## config.mk

```make
export PLATFORM = sky130hd
export DESIGN_NAME = mc_controller_flat
export DESIGN_NICKNAME = d
export VERILOG_FILES = /design/src/rtl/mc_controller_if.sv /design/src/rtl/mc_controller.sv /design/src/flat_wrapper.sv
export SDC_FILE = /design/constraint.sdc
export NUM_CORES = 1
export LEC_CHECK = 0
export ABC_AREA = 1
export BUFFER_PORTS_ARGS = -buffer_cell sky130_fd_sc_hd__buf_2
export CORE_UTILIZATION = 48
export DETAILED_ROUTE_END_ITERATION = 6
export PLACE_DENSITY = 0.75
export SETUP_SLACK_MARGIN = 0.2
export SKIP_CTS_REPAIR_TIMING = 1
export SLEW_MARGIN = 40
export SYNTH_ARGS = -nofsm -noshare
export SYNTH_HDL_FRONTEND = slang
export SYNTH_SLANG_ARGS = --single-unit
```

## constraint.sdc

```tcl
create_clock -name clk -period 1.7 [get_ports clk]
set_input_delay 0.34 -clock clk [delete_from_list [all_inputs] [get_ports clk]]
set_output_delay 0.34 -clock clk [all_outputs]
set_load 0.01 [all_outputs]
```

## src/rtl/mc_controller_if.sv

```systemverilog
// Control bundle between the multi-cycle controller and its datapath/memory.
// The controller is the master: it consumes the held opcode, stall and
// memory-ready, and drives every enable plus its status flags.
interface mc_controller_if;
  logic [6:0] opcode;
  logic       stall;
  logic       mem_ready;

  logic       mem_req;
  logic       mem_we;
  logic       ir_we;
  logic       pc_we;
  logic       reg_we;
  logic       memtoreg;
  logic       alu_src;
  logic [1:0] aluop;
  logic       branch;
  logic       jump;
  logic       retire;
  logic       illegal;
  logic       timeout;
  logic [2:0] state;

  modport master (
    input  opcode, stall, mem_ready,
    output mem_req, mem_we, ir_we, pc_we, reg_we, memtoreg, alu_src,
           aluop, branch, jump, retire, illegal, timeout, state
  );

  modport slave (
    output opcode, stall, mem_ready,
    input  mem_req, mem_we, ir_we, pc_we, reg_we, memtoreg, alu_src,
           aluop, branch, jump, retire, illegal, timeout, state
  );
endinterface

```

## src/rtl/mc_controller.sv

```systemverilog
// Multi-cycle instruction controller: FETCH -> DECODE -> EXEC -> [MEM] -> [WB].
// The opcode is captured in DECODE so later states ignore the live field.
// A per-access wait counter traps a memory that never answers.
module mc_controller #(
  parameter int MEM_TIMEOUT  = 16,
  parameter bit SUPPORT_JUMP = 1'b1
) (
  input logic            clk,
  input logic            rst,
  mc_controller_if.master bus
);

  localparam logic [2:0] S_FETCH  = 3'd0;
  localparam logic [2:0] S_DECODE = 3'd1;
  localparam logic [2:0] S_EXEC   = 3'd2;
  localparam logic [2:0] S_MEM    = 3'd3;
  localparam logic [2:0] S_WB     = 3'd4;
  localparam logic [2:0] S_TRAP   = 3'd7;

  localparam logic [2:0] C_L    = 3'd0;
  localparam logic [2:0] C_S    = 3'd1;
  localparam logic [2:0] C_R    = 3'd2;
  localparam logic [2:0] C_B    = 3'd3;
  localparam logic [2:0] C_I    = 3'd4;
  localparam logic [2:0] C_JAL  = 3'd5;
  localparam logic [2:0] C_JALR = 3'd6;
  localparam logic [2:0] C_ILL  = 3'd7;

  // A zero timeout still needs a 1-bit counter to keep the declarations legal.
  localparam int             CW       = (MEM_TIMEOUT > 0) ? $clog2(MEM_TIMEOUT + 1) : 1;
  localparam logic [CW-1:0]  TO_LIMIT = CW'(MEM_TIMEOUT - 1);

  logic [2:0]    state_q, state_d;
  logic [6:0]    op_q, op_d;
  logic [CW-1:0] cnt_q, cnt_d;
  logic          ill_q, ill_d;
  logic          to_q, to_d;

  logic [2:0] cls_q;
  logic       wait_hit;

  logic       mem_req, mem_we, ir_we, pc_we, reg_we, memtoreg, alu_src;
  logic [1:0] aluop;
  logic       branch, jump, retire, illegal, timeout;
  logic [2:0] state;

  function automatic logic [2:0] classify(input logic [6:0] op);
    case (op)
      7'b0000011: classify = C_L;
      7'b0100011: classify = C_S;
      7'b0110011: classify = C_R;
      7'b1100011: classify = C_B;
      7'b0010011: classify = C_I;
      7'b1101111: classify = SUPPORT_JUMP ? C_JAL  : C_ILL;
      7'b1100111: classify = SUPPORT_JUMP ? C_JALR : C_ILL;
      default:    classify = C_ILL;
    endcase
  endfunction

  assign cls_q    = classify(op_q);
  assign wait_hit = (MEM_TIMEOUT > 0) && (cnt_q == TO_LIMIT) && !bus.mem_ready;

  // Next-state, counter and output decode for the current state.
  always_comb begin
    // NOTE: every combinational output and next-state gets a default here so
    // no path through the case statements can infer a latch.
    mem_req  = 1'b0;
    mem_we   = 1'b0;
    ir_we    = 1'b0;
    pc_we    = 1'b0;
    reg_we   = 1'b0;
    memtoreg = 1'b0;
    alu_src  = 1'b0;
    aluop    = 2'b00;
    branch   = 1'b0;
    jump     = 1'b0;
    retire   = 1'b0;
    state_d  = state_q;
    op_d     = op_q;
    cnt_d    = cnt_q;
    to_d     = to_q;

    case (state_q)
      S_FETCH: begin
        mem_req = 1'b1;
        if (bus.mem_ready) begin
          ir_we   = 1'b1;
          pc_we   = 1'b1;
          state_d = S_DECODE;
        end else if (wait_hit) begin
          state_d = S_TRAP;
          to_d    = 1'b1;
        end
      end
      S_DECODE: begin
        op_d    = bus.opcode;
        state_d = (classify(bus.opcode) == C_ILL) ? S_TRAP : S_EXEC;
      end
      S_EXEC: begin
        case (cls_q)
          C_L, C_S: begin alu_src = 1'b1; state_d = S_MEM; end
          C_I:      begin alu_src = 1'b1; state_d = S_WB;  end
          C_R:      begin aluop = 2'b10;  state_d = S_WB;  end
          C_B: begin
            aluop   = 2'b01;
            branch  = 1'b1;
            pc_we   = 1'b1;
            retire  = 1'b1;
            state_d = S_FETCH;
          end
          C_JAL:  begin jump = 1'b1; pc_we = 1'b1; state_d = S_WB; end
          C_JALR: begin jump = 1'b1; pc_we = 1'b1; alu_src = 1'b1; state_d = S_WB; end
          default: state_d = S_TRAP;
        endcase
      end
      S_MEM: begin
        mem_req = 1'b1;
        mem_we  = (cls_q == C_S);
        if (bus.mem_ready) begin
          if (cls_q == C_S) begin
            retire  = 1'b1;
            state_d = S_FETCH;
          end else begin
            state_d = S_WB;
          end
        end else if (wait_hit) begin
          state_d = S_TRAP;
          to_d    = 1'b1;
        end
      end
      S_WB: begin
        reg_we   = 1'b1;
        memtoreg = (cls_q == C_L);
        retire   = 1'b1;
        state_d  = S_FETCH;
      end
      S_TRAP: ;
      default: state_d = S_TRAP;
    endcase

    // Stall freezes all state and kills every strobe; datapath selects stay.
    if (bus.stall) begin
      state_d = state_q;
      op_d    = op_q;
      cnt_d   = cnt_q;
      to_d    = to_q;
      mem_req = 1'b0;
      mem_we  = 1'b0;
      ir_we   = 1'b0;
      pc_we   = 1'b0;
      reg_we  = 1'b0;
      branch  = 1'b0;
      jump    = 1'b0;
      retire  = 1'b0;
    end else if (state_d != state_q) begin
      cnt_d = '0;
    end else if ((state_q == S_FETCH || state_q == S_MEM) && !bus.mem_ready) begin
      cnt_d = cnt_q + CW'(1);
    end

    ill_d = ill_q | (state_d == S_TRAP);

    state   = state_q;
    illegal = ill_q;
    timeout = to_q;

    // Outputs are quiet for the whole reset cycle, whatever state was held.
    if (rst) begin
      mem_req  = 1'b0;
      mem_we   = 1'b0;
      ir_we    = 1'b0;
      pc_we    = 1'b0;
      reg_we   = 1'b0;
      memtoreg = 1'b0;
      alu_src  = 1'b0;
      aluop    = 2'b00;
      branch   = 1'b0;
      jump     = 1'b0;
      retire   = 1'b0;
      state    = S_FETCH;
      illegal  = 1'b0;
      timeout  = 1'b0;
    end
  end

  // State, opcode latch, wait counter and sticky flags.
  always_ff @(posedge clk) begin
    // NOTE: sequential state uses non-blocking assignments so every register
    // samples the pre-edge values regardless of statement order.
    if (rst) begin
      state_q <= S_FETCH;
      op_q    <= '0;
      cnt_q   <= '0;
      ill_q   <= 1'b0;
      to_q    <= 1'b0;
    end else begin
      state_q <= state_d;
      op_q    <= op_d;
      cnt_q   <= cnt_d;
      ill_q   <= ill_d;
      to_q    <= to_d;
    end
  end

  assign bus.mem_req  = mem_req;
  assign bus.mem_we   = mem_we;
  assign bus.ir_we    = ir_we;
  assign bus.pc_we    = pc_we;
  assign bus.reg_we   = reg_we;
  assign bus.memtoreg = memtoreg;
  assign bus.alu_src  = alu_src;
  assign bus.aluop    = aluop;
  assign bus.branch   = branch;
  assign bus.jump     = jump;
  assign bus.retire   = retire;
  assign bus.illegal  = illegal;
  assign bus.timeout  = timeout;
  assign bus.state    = state;

endmodule

```

## src/flat_wrapper.sv

```systemverilog
// flat-port wrapper written by rule: the top's interface ports become plain ports
module mc_controller_flat 
#(
  parameter int MEM_TIMEOUT  = 16,
  parameter bit SUPPORT_JUMP = 1'b1
)
  (clk, rst, bus_opcode, bus_stall, bus_mem_ready, bus_mem_req, bus_mem_we, bus_ir_we, bus_pc_we, bus_reg_we, bus_memtoreg, bus_alu_src, bus_aluop, bus_branch, bus_jump, bus_retire, bus_illegal, bus_timeout, bus_state);
  mc_controller_if bus_i ();
  input logic clk;
  input logic rst;
  input wire logic [$bits(bus_i.opcode)-1:0] bus_opcode;
  input wire logic [$bits(bus_i.stall)-1:0] bus_stall;
  input wire logic [$bits(bus_i.mem_ready)-1:0] bus_mem_ready;
  output wire logic [$bits(bus_i.mem_req)-1:0] bus_mem_req;
  output wire logic [$bits(bus_i.mem_we)-1:0] bus_mem_we;
  output wire logic [$bits(bus_i.ir_we)-1:0] bus_ir_we;
  output wire logic [$bits(bus_i.pc_we)-1:0] bus_pc_we;
  output wire logic [$bits(bus_i.reg_we)-1:0] bus_reg_we;
  output wire logic [$bits(bus_i.memtoreg)-1:0] bus_memtoreg;
  output wire logic [$bits(bus_i.alu_src)-1:0] bus_alu_src;
  output wire logic [$bits(bus_i.aluop)-1:0] bus_aluop;
  output wire logic [$bits(bus_i.branch)-1:0] bus_branch;
  output wire logic [$bits(bus_i.jump)-1:0] bus_jump;
  output wire logic [$bits(bus_i.retire)-1:0] bus_retire;
  output wire logic [$bits(bus_i.illegal)-1:0] bus_illegal;
  output wire logic [$bits(bus_i.timeout)-1:0] bus_timeout;
  output wire logic [$bits(bus_i.state)-1:0] bus_state;
  assign bus_i.opcode = bus_opcode;
  assign bus_i.stall = bus_stall;
  assign bus_i.mem_ready = bus_mem_ready;
  assign bus_mem_req = bus_i.mem_req;
  assign bus_mem_we = bus_i.mem_we;
  assign bus_ir_we = bus_i.ir_we;
  assign bus_pc_we = bus_i.pc_we;
  assign bus_reg_we = bus_i.reg_we;
  assign bus_memtoreg = bus_i.memtoreg;
  assign bus_alu_src = bus_i.alu_src;
  assign bus_aluop = bus_i.aluop;
  assign bus_branch = bus_i.branch;
  assign bus_jump = bus_i.jump;
  assign bus_retire = bus_i.retire;
  assign bus_illegal = bus_i.illegal;
  assign bus_timeout = bus_i.timeout;
  assign bus_state = bus_i.state;
  mc_controller #(.MEM_TIMEOUT(MEM_TIMEOUT), .SUPPORT_JUMP(SUPPORT_JUMP)) u_core (.clk(clk), .rst(rst), .bus(bus_i));
endmodule
```

==> summary.md, run 1 <==
| Metric | Value |
|---|---|
| Status | `complete, but fails checks` |
| Failing checks | `negative setup slack` |
| Max Root-Sink Buffers | `2` |
| Synth Instances | `around 210` |
| Worst path top cell family by delay | `compound AO/OA/AOI/OAI gates` |
| Slew Viols, Final | `0` |
| Placed cells | `281` |
| PwrDens | `roughly 610 nW/µm²` |
| Critical path type | `reg -> out` |
| Area after DPL | `1629 µm²` |
| Initial DRT Pass Iterations | `4` |
| Crit path DAT | `between 1.5 and 2 ns` |
| Synth Cell Area | `1285 µm²` |
| Layout cells sized above 1 | `a little under half` |
| Final setup margin | `-0.3827 ns` |
| Non-filler instance count after layout | `around 290` |
| GR Util All Layers | `between 20% and 30%` |
| Number of global-route vias before repair | `~1,300` |
| Net Sw Power | `~0.47 mW` |
| Overall die height | `around 54 µm` |
| H-tree Lvls | `1` |
| Clk pwr share | `a little under a fifth` |
| Max Clock Skew | `between 0.008 and 0.009 ns` |
| CTS root buf | `clkbuf_4` |
| Worst-case reg-to-reg path depth | `14` |
| HP Class | `in -> reg` |
| Power consumption | `1.192 mW` |
| Setup violators final | `15` |
| Min Tclk post-route | `2.083 ns` |
| Metal3 WL | `approximately 210 µm` |
| Worst slew pin tran | `about 0.32 ns` |
| Core area | `2500 µm²` |
| Reg clk slew, reported paths | `around 0.1 ns` |
| Startpoint Class | `flip-flop` |
| Post-layout util | `between 70% and 80%` |
| Mean area per synthesized cell | `6.033 µm²` |
| DPL Wire Length | `2.601 mm` |
| Sequential share of power | `around two fifths` |
| Final instance area | `1939 µm²` |
| Placer Congestion | `roughly 0.85` |
| Core Rows | `18` |
| IO buf count | `27` |
| Met2 WL | `approximately 1.9 mm` |
| Setup crit end kind | `output pin` |
| Post-synthesis sequential area ratio | `between 20% and 30%` |
| CTS tree | `done` |
| Cts bufs inserted | `3` |
| Max-cap violations | `0` |
| Die width | `53.74 µm` |
| Post-Syn Nets | `about 230` |
| Routed Antenna Nets | `0` |
| WHS | `approximately 0.32 ns` |
| Grt total ovfl | `0` |
| Fillers | `roughly 190` |
| WP buf/inv | `3` |
| Final period utilization | `122.5%` |
| Top routing layer in use | `met4` |
| # diodes | `0` |
| Final WL | `3.748 mm` |
| Starting density of the core | `between 50% and 60%` |
| WHS Path Cells | `3` |
| Top cells by area, synth | `dfxtp_1 26%, nand2_1 13%, nor2_1 9.1%, inv_1 7.3%, o21ai_0 7.0%` |
| Slowest cell on crit path | `dfxtp_1` |
| Nets | `approximately 280` |
| Max Fclk | `480.2 MHz` |
| Ports | `28` |
| Stages on the worst setup path | `6` |
| DIE AREA | `a little under 3000 µm²` |
| Skew-Pair Late Insertion Delay | `approximately 0.30 ns` |
| Synthesis Warnings | `0` |
| Crit-path max cell delay | `approximately 0.34 ns` |
| Final hold vios | `0` |
| Number of vias per cell | `around 5.3` |
| Detailed router's first-iteration violation count | `34` |
| Distinct cells, synth | `29` |
| Max_slew headroom | `78.44%` |
| Vias | `approximately 1,600` |
| Internal | `0.7192 mW` |
| First-pass GRT wire length | `5.188 mm` |
| Crit-path cells | `inv_2 > buf_4 > nor3_1 > o21ai_1 > a2111oi_4 > buf_2` |
| Synth top area share | `26.48%` |
| Gate power share | `around 42%` |
| Routed len/inst | `12.79 µm` |
| Largest area contributor in the netlist | `dfxtp_1` |
| DR DRC count | `0` |
| #FFs+latches synth | `17` |
| M1 WL | `1.587 mm` |
| Leakage | `roughly 0.92 nW` |
| Clk sinks | `17` |
| Worst endpoint required time | `approximately 1.4 ns` |
| Crit-path max FO | `7` |
| Sw Share | `a little under 40%` |
| Max VDD drop | `around 0.64 mV` |
| Antenna violations before repair | `0` |
| RSZ-0062 raised after global routing | `yes` |
| Layout overhead on the synthesized area | `50.93%` |
| Largest net degree at the start of global routing | `12` |
[worst min-delay path: stages]
cell,delay (ns)
buf_2,0.09
inv_1,0.08
a21oi_1,0.07
[worst paths after layout]
path | end | slack, ns | startpoint
worst max-delay path | bus_aluop[1] | -0.38 | u_core.op_q[4]
worst min-delay path | u_core.op_q[2] | 0.32 | bus_opcode[2]
worst max register to register | u_core.cnt_q[0] | -0.16 | u_core.op_q[2]
worst min register to register | u_core.op_q[1] | 0.52 | u_core.op_q[1]
[cell usage in the layout (no fill, tap or decap), drive strengths merged, types with 4 or more instances in the layout]
cell,n
nand2,51
buf,49
nor2,37
inv,31
o21ai,20
dfxtp,17
nand3,12
a21oi,11
nand4,10
nor3,8
clkbuf,4
[power by group through the flow]
stage	Clock (mW)	Sequential, mW	Combinational [mW]
final	0.220	0.470	0.502
after global routing	0.243	0.475	0.555
after CTS	0.225	0.461	0.386
after detailed placement	0	0.471	0.384
after global placement	0	0.470	0.383
after floorplan	0	0.467	0.264
[synth_stat cells]
cell	count
a2111oi_0	1
a21oi_1	11
a31o_1	1
a31o_2	1
a31oi_1	2
clkbuf_1	2
clkbuf_2	1
clkinv_1	1
dfxtp_1	17
ha_1	2
inv_1	25
inv_2	6
nand2_1	43
nand2_2	7
nand2_4	1
nand3_1	12
nand4_1	9
nand4_2	1
nor2_1	31
nor2_2	5
nor2_4	1
nor3_1	7
nor3_4	1
nor4_1	1
o211ai_1	1
o21ai_0	18
o21ai_1	2
or2_2	1
xor2_1	2
[flip-flops by register name, summed over array words and instances, names as in the netlist]
register        cells
u_core.cnt_q        5
u_core.ill_q        1
u_core.op_q         7
u_core.state_q      3
u_core.to_q         1
[metal layers]
layer / track usage [%] / up-vias
met3: 3.390 / 11
met2: 41.36 / 44
met4: 6.579 / 0
met5: 0 / -
li1: - / 799
met1: 32.59 / 712
[through the flow]
stage,setup TNS [ns],setup slack (ns)
finish,-2.934,-0.3827
global route,-5.022,-0.4872
CTS,-3.176,-0.4011
detailed placement,-0.3354,-0.06978
global placement,-0.06397,-0.02276
floorplan,0,0.07135
[logic make-up after synthesis]
| logic type | synth area share (%) |
|---|---|
| adder cells (fa/ha/maj) | 1.947 |
| buffers and inverters | 10.32 |
| flip-flops | 26.49 |
| XOR/XNOR | 1.363 |
| AND/OR/NAND/NOR | 44.21 |
| AO/OA/AOI/OAI | 15.68 |
[cell type report]
class,count,area (µm²),share of cell area [%]
Clock buffer,4,26.28,1.355
Inverter,32,137.6,7.097
Multi-Input combinational cell,161,1059,54.58
Sequential cell,17,364.1,18.77
Tap cell,30,37.54,1.935
Timing Repair Buffer,49,315.3,16.26
Note: power is estimated with default switching activity, not from simulation.
==> run 2: changes to the inputs <==
- SETUP_SLACK_MARGIN: 0.2 -> 0.05
==> run 2 against run 1 <==
  * The run still ends with negative setup slack left
  * Flip-flop and latch count unchanged
  * Global-route usage decreased by 1.1 points
  * Total power decreased by 3.5%
  * Sequential power decreased by 1%
  * Largest power group unchanged
==> summary.md, run 2 (same netlist as run 1, synthesis figures left out) <==
| Metric | Value |
|---|---|
| Crit path capture | `bus_aluop[1] (unchanged)` |
| Most frequent cells in the layout | `33 x nand2_1, 27 x buf_2, 22 x nor2_1 (was 34 x nand2_1, 27 x buf_2, 24 x nor2_1)` |
| Worst slew pin tran | `0.2953 ns (was 0.3201 ns)` |
| Slew Viols, Final | `0 (unchanged)` |
| Power consumption | `1.151 mW (was 1.192 mW)` |
| Status | `complete, but fails checks (unchanged)` |
| Nets | `277 (unchanged)` |
| DR DRC count | `0 (unchanged)` |
| Commonest non-fill, non-tap cell in the layout | `nand2_1 (unchanged)` |
| Final setup margin | `-0.3719 ns (was -0.3827 ns)` |
| Setup violators final | `17 (was 15)` |
| Core Rows | `18 (unchanged)` |
| Setup crit end kind | `output pin (unchanged)` |
| Layout overhead on the synthesized area | `44.60% (was 50.93%)` |
| Storage element area | `355.3 µm² (was 364.1 µm²)` |
| Ports | `28 (unchanged)` |
| Skew-Pair Late Insertion Delay | `0.28 ns (was 0.30 ns)` |
| Worst endpoint required time | `1.36 ns (about the same)` |
| Multi-input gate area | `989.7 µm² (was 1059 µm²)` |
| Die width | `53.74 µm (unchanged)` |
| Max-cap violations | `0 (unchanged)` |
| Final period utilization | `121.9% (was 122.5%)` |
| Final instance area | `1858 µm² (was 1939 µm²)` |
| Cts bufs inserted | `3 (unchanged)` |
| Layout cells sized above 1 | `46.39% (was 46.77%)` |
| Grt total ovfl | `0 (unchanged)` |
| Max Fclk | `482.7 MHz (was 480.2 MHz)` |
| Routed len/inst | `12.33 µm (was 12.79 µm)` |
| RSZ-0062 raised after global routing | `yes (unchanged)` |
| Clk sinks | `17 (unchanged)` |
| DIE AREA | `2888 µm² (unchanged)` |
| R2R Setup Slk | `-0.18 ns (was -0.16 ns)` |
| DPL Wire Length | `2.484 mm (was 2.601 mm)` |
| Final hold vios | `0 (unchanged)` |
| PwrDens | `619.3 nW/µm² (was 614.7 nW/µm²)` |
| First-pass GRT wire length | `4.940 mm (was 5.188 mm)` |
| Area after DPL | `1583 µm² (was 1629 µm²)` |
| H-tree Lvls | `1 (unchanged)` |
| Antenna violations before repair | `0 (unchanged)` |
| Overall die height | `53.74 µm (unchanged)` |
| Max Root-Sink Buffers | `2 (unchanged)` |
| CTS root buf | `clkbuf_4 (unchanged)` |
| Initial DRT Pass Iterations | `4 (unchanged)` |
| Placer Congestion | `0.9050 (was 0.8544)` |
| GR Util All Layers | `23.55% (was 24.62%)` |
| Max VDD drop | `0.6518 mV (was 0.6372 mV)` |
| Critical path type | `reg -> out (unchanged)` |
| Leakage | `0.8684 nW (was 0.9160 nW)` |
| Core area | `2500 µm² (unchanged)` |
| Startpoint Class | `flip-flop (unchanged)` |
| Max Clock Skew | `0.002488 ns (was 0.008608 ns)` |
| Starting density of the core | `51.40% (unchanged)` |
| Post-layout util | `74.32% (was 77.58%)` |
| Failing checks | `negative setup slack (unchanged)` |
| CTS tree | `done (unchanged)` |
| Largest net degree at the start of global routing | `12 (unchanged)` |
| Number of global-route vias before repair | `1,196 (was 1,251)` |
| Worst Setup SP | `u_core.op_q[1] (was u_core.op_q[4])` |
| Final WL | `3.613 mm (was 3.748 mm)` |
| Crit-path max FO | `6 (was 7)` |
| Reg2reg end | `u_core.cnt_q[1] (was u_core.cnt_q[0])` |
| Number of vias per cell | `5.273 (was 5.345)` |
| Worst r2r src | `u_core.op_q[1] (was u_core.op_q[2])` |
| HP Class | `in -> reg (unchanged)` |
| Routed Antenna Nets | `0 (unchanged)` |
| Min Tclk post-route | `2.072 ns (was 2.083 ns)` |
| Max reg flops | `7 (unchanged)` |
| Largest Register | `u_core.op_q (unchanged)` |
| Largest regs | `u_core.op_q x7, u_core.cnt_q x5, u_core.state_q x3 (unchanged)` |
| # diodes | `0 (unchanged)` |
| Fillers | `194 (was 185)` |
| Reg clk slew, reported paths | `0.09 ns (was 0.10 ns)` |
| Worst-case reg-to-reg path depth | `14 (unchanged)` |
| Max_slew headroom | `80.26% (was 78.44%)` |
| Detailed router's first-iteration violation count | `47 (was 34)` |
| Vias | `1,545 (was 1,566)` |
| IO buf count | `27 (unchanged)` |
| Crit path DAT | `1.73 ns (was 1.74 ns)` |
==> run 2: changes by cell type in the layout (fill, tap and decap cells not counted), moves of 2 or more <==
cell     previous run  this run
nor3_1              2         6
inv_4               5         2
nor2_1             24        22
nand2_2             9        14
nor2_2              7        12
nor2_4              6         3
a21oi_2             0         2
o21ai_1             7         5
inv_2               4         7
nand2_4             7         4
o21ai_2             1         3
dfxtp_1             6         9
nor3_2              5         1
dfxtp_4             4         2
==> run 2: metal layers <==
metal  vias to the layer above  global-route usage, %  share of wire, %
met5                         -                      0                 0
met4                         0                  6.579               1.5
met3                         8                  4.237               3.6
met2                        37                  37.86                49
met1                       698                  31.86                46
li1                        802                      -                 -
==> run 2: area by class of cell <==
class	instances	area share, %
clock buffer	4	1.414
inverter	32	7.003
multi-input combinational	161	53.27
sequential	17	19.12
timing repair buffer	49	17.17
tap	30	2.020
==> run 2: worst min path at each step <==
stage	start	endpoint	slack (ns)	depth (start not counted)
2_1_floorplan	u_core.op_q[1]	u_core.op_q[1]	0.48	2
3_3_place_gp	u_core.op_q[1]	u_core.op_q[1]	0.50	2
3_5_place_dp	u_core.op_q[1]	u_core.op_q[1]	0.50	2
4_1_cts	bus_opcode[2]	u_core.op_q[2]	0.31	3
5_1_grt	bus_opcode[2]	u_core.op_q[2]	0.31	3
6_report	bus_opcode[2]	u_core.op_q[2]	0.31	3
==> run 2: report_power, final <==
part           switching (mW)  internal [mW]  total, mW
clock                   0.117         0.0911      0.208
sequential             0.0317          0.432      0.464
combinational           0.292          0.186      0.479
total                   0.441          0.710       1.15
==> run 2: worst max-delay path: stages (launching register included) <==
cell       delay (ns)
dfxtp_2          0.36
nand2_4          0.06
nor3_4           0.18
buf_4            0.18
nand2_2          0.07
nand3_2          0.11
inv_2            0.05
a2111oi_4        0.26
buf_2            0.18
==> run 2: per-stage QoR <==
step,instances,setup TNS [ns],setup slack [ns],hold slack (ns)
floorplan,213,0,0.02363,0.4750
detailed placement,281,-0.3185,-0.08581,0.4970
global placement,281,-0.2560,-0.08068,0.4967
global route,293,-5.492,-0.4677,0.3107
finish,293,-3.386,-0.3719,0.3133
CTS,285,-2.928,-0.4062,0.3082
==> run 3: changes to the inputs <==
- CELL_PAD_IN_SITES_DETAIL_PLACEMENT: unset -> 2
- CELL_PAD_IN_SITES_GLOBAL_PLACEMENT: unset -> 2
- CORE_UTILIZATION: 48 -> 25
- PLACE_DENSITY: 0.75 -> unset
- PLACE_DENSITY_LB_ADDON: unset -> 0.1
- TNS_END_PERCENT: unset -> 30
==> run 3 against run 2 <==
  * The run still ends with negative setup slack left
  * Cell area rose by 11%
  * Die area grew 88%
  * Clock power is 53% higher
  * Cell count rose by 19%
  * Wire length grew 55%
  * Worst hold slack improved by 0.037 ns
  * Worst setup slack worse by 0.057 ns
  * Critical endpoint unchanged
  * Largest cell class unchanged
==> summary.md, run 3 (same netlist as run 1, synthesis figures left out) <==
| Metric | Value |
|---|---|
| Startpoint Class | `flip-flop (unchanged)` |
| Grt total ovfl | `0 (unchanged)` |
| Worst r2r src | `u_core.op_q[1] (unchanged)` |
| Cts bufs inserted | `3 (unchanged)` |
| Max VDD drop | `0.3355 mV (was 0.6518 mV)` |
| Skew-Pair Late Insertion Delay | `0.26 ns (was 0.28 ns)` |
| CTS tree | `done (unchanged)` |
| Detailed router's first-iteration violation count | `55 (was 47)` |
| CTS root buf | `clkbuf_8 (was clkbuf_4)` |
| RSZ-0062 raised after global routing | `yes (unchanged)` |
| First-pass GRT wire length | `8.259 mm (was 4.940 mm)` |
| Reg clk slew, reported paths | `0.07 ns (was 0.09 ns)` |
| Core area | `4848 µm² (was 2500 µm²)` |
| Failing checks | `negative setup slack (unchanged)` |
| Final hold vios | `0 (unchanged)` |
| Leakage | `0.9837 nW (was 0.8684 nW)` |
| Final WL | `5.596 mm (was 3.613 mm)` |
| DIE AREA | `5431 µm² (was 2888 µm²)` |
| Die width | `73.70 µm (was 53.74 µm)` |
| Commonest non-fill, non-tap cell in the layout | `buf_4 (was nand2_1)` |
| Largest net degree at the start of global routing | `12 (unchanged)` |
| Number of global-route vias before repair | `1,688 (was 1,196)` |
| Sequential share of power | `35.2% (was 40.3%)` |
| Sw Share | `38.79% (was 38.33%)` |
| Critical path type | `reg -> out (unchanged)` |
| Final setup margin | `-0.4293 ns (was -0.3719 ns)` |
| Nets | `297 (was 277)` |
| Setup violators final | `21 (was 17)` |
| Gate power share | `40.8% (was 41.6%)` |
| Antenna violations before repair | `0 (unchanged)` |
| Clk sinks | `17 (unchanged)` |
| Overall die height | `73.70 µm (was 53.74 µm)` |
| Crit-path max FO | `5 (was 6)` |
| Setup WS pre-CTS | `-0.2164 ns (was -0.08581 ns)` |
| H-tree Lvls | `1 (unchanged)` |
| Layout overhead on the synthesized area | `60.95% (was 44.60%)` |
| Final period utilization | `125.3% (was 121.9%)` |
| Slowest cell on crit path | `dfxtp_4 (was dfxtp_2)` |
| DPL Wire Length | `4.168 mm (was 2.484 mm)` |
| Max Clock Skew | `0.003770 ns (was 0.002488 ns)` |
| Crit path DAT | `1.79 ns (was 1.73 ns)` |
| IO buf count | `27 (unchanged)` |
| Starting density of the core | `26.50% (was 51.40%)` |
| PwrDens | `641.5 nW/µm² (was 619.3 nW/µm²)` |
| Internal | `0.8122 mW (was 0.7097 mW)` |
| Placer Congestion | `0.7783 (was 0.9050)` |
| Max-cap violations | `0 (unchanged)` |
| Initial DRT Pass Iterations | `2 (was 4)` |
| Max Fclk | `469.6 MHz (was 482.7 MHz)` |
| Vias | `1,664 (was 1,545)` |
| Setup crit end kind | `output pin (unchanged)` |
| DR DRC count | `0 (unchanged)` |
| Ports | `28 (unchanged)` |
| Largest regs | `u_core.op_q x7, u_core.cnt_q x5, u_core.state_q x3 (unchanged)` |
| Routed Antenna Nets | `0 (unchanged)` |
| Largest Register | `u_core.op_q (unchanged)` |
| Worst endpoint required time | `1.36 ns (about the same)` |
| Number of vias per cell | `4.754 (was 5.273)` |
| Status | `complete, but fails checks (unchanged)` |
| GR Util All Layers | `19.80% (was 23.55%)` |
| Min Tclk post-route | `2.129 ns (was 2.072 ns)` |
| Worst slew pin tran | `0.2973 ns (was 0.2953 ns)` |
| Most frequent cells in the layout | `39 x buf_4, 35 x nand2_1, 27 x buf_2 (was 33 x nand2_1, 27 x buf_2, 22 x nor2_1)` |
| Max_slew headroom | `79.97% (was 80.26%)` |
| HP Class | `in -> reg (unchanged)` |
| Worst Hold Launch | `bus_opcode[1] (was bus_opcode[2])` |
| Slew Viols, Final | `0 (unchanged)` |
| Core Rows | `25 (was 18)` |
| Worst Setup SP | `u_core.op_q[1] (unchanged)` |
| # diodes | `0 (unchanged)` |
| Crit-path cells | `nand2_4 > nor3_4 > nand2_2 > inv_2 > nand3_4 > a2111oi_4 > buf_2 (was nand2_4 > nor3_4 > buf_4 > nand2_2 > nand3_2 > inv_2 > a2111oi_4 > buf_2)` |
| Net Sw Power | `0.5146 mW (was 0.4411 mW)` |
| Crit-path max cell delay | `0.37 ns (was 0.36 ns)` |
| WHS | `0.3504 ns (was 0.3133 ns)` |
| Max reg flops | `7 (unchanged)` |
| Layout cells sized above 1 | `48.76% (was 46.39%)` |
| Routed len/inst | `15.99 µm (was 12.33 µm)` |
| Max Root-Sink Buffers | `2 (unchanged)` |
| Clk pwr share | `24.0% (was 18.1%)` |
[run 3: cell types whose count changed in the layout (fill, tap and decap cells not counted), sizes merged]
| cell | before | now |
|---|---|---|
| buf | 49 | 69 |
| clkbuf | 4 | 3 |
| clkinv | 1 | 2 |
[run 3: path summary, 6_finish.rpt]
path | to | slack (ns) | cells past startpoint
worst min register to register | u_core.op_q[0] | 0.52 | 2
worst max register to register | u_core.cnt_q[0] | -0.31 | 13
worst max-delay path | bus_aluop[1] | -0.43 | 7
worst min-delay path | u_core.op_q[1] | 0.35 | 3
[run 3: power groups by stage]
stage	Clock [mW]	Sequential [mW]	Combinational, mW
global route	0.362	0.470	0.597
global placement	0	0.467	0.469
CTS	0.331	0.460	0.490
floorplan	0	0.467	0.260
detailed placement	0	0.469	0.485
finish	0.319	0.467	0.541
[run 3: final cells by class]
type	instances	area [µm²]
Fill cell	597	2780
Inverter	32	120.1
Clock inverter	1	5.005
Tap cell	67	83.83
Timing Repair Buffer	69	461.7
Multi-Input combinational cell	161	1003
Clock buffer	3	41.29
Sequential cell	17	352.8
[run 3: per-stage QoR]
stage | instances | cell area [µm²] | power, mW | TNS, ns | utilization, %
finish | 350 | 2068 | 1.327 | -5.310 | 42.66
global route | 350 | 2068 | 1.429 | -8.009 | 42.66
CTS | 346 | 1856 | 1.281 | -4.935 | 38.27
detailed placement | 342 | 1809 | 0.9540 | -1.623 | 37.32
global placement | 342 | 1809 | 0.9363 | -1.008 | 37.32
floorplan | 213 | 1318 | 0.7265 | 0 | -
[run 3: worst max-delay path: cells and delay by family, from the launching register on]
kind            cells  cell delay [ns]
buf+inv             2             0.32
compound gates      1             0.28
simple gates        4             0.58
flops               1             0.37
[run 3: metal layers]
metal  GRT usage [%]  vias up  share of wire, %
met1           25.56      801                46
met4           2.564        0              0.27
li1                -      838                 -
met5               0        -                 0
met3           2.743        2               2.1
met2           35.58       23                52
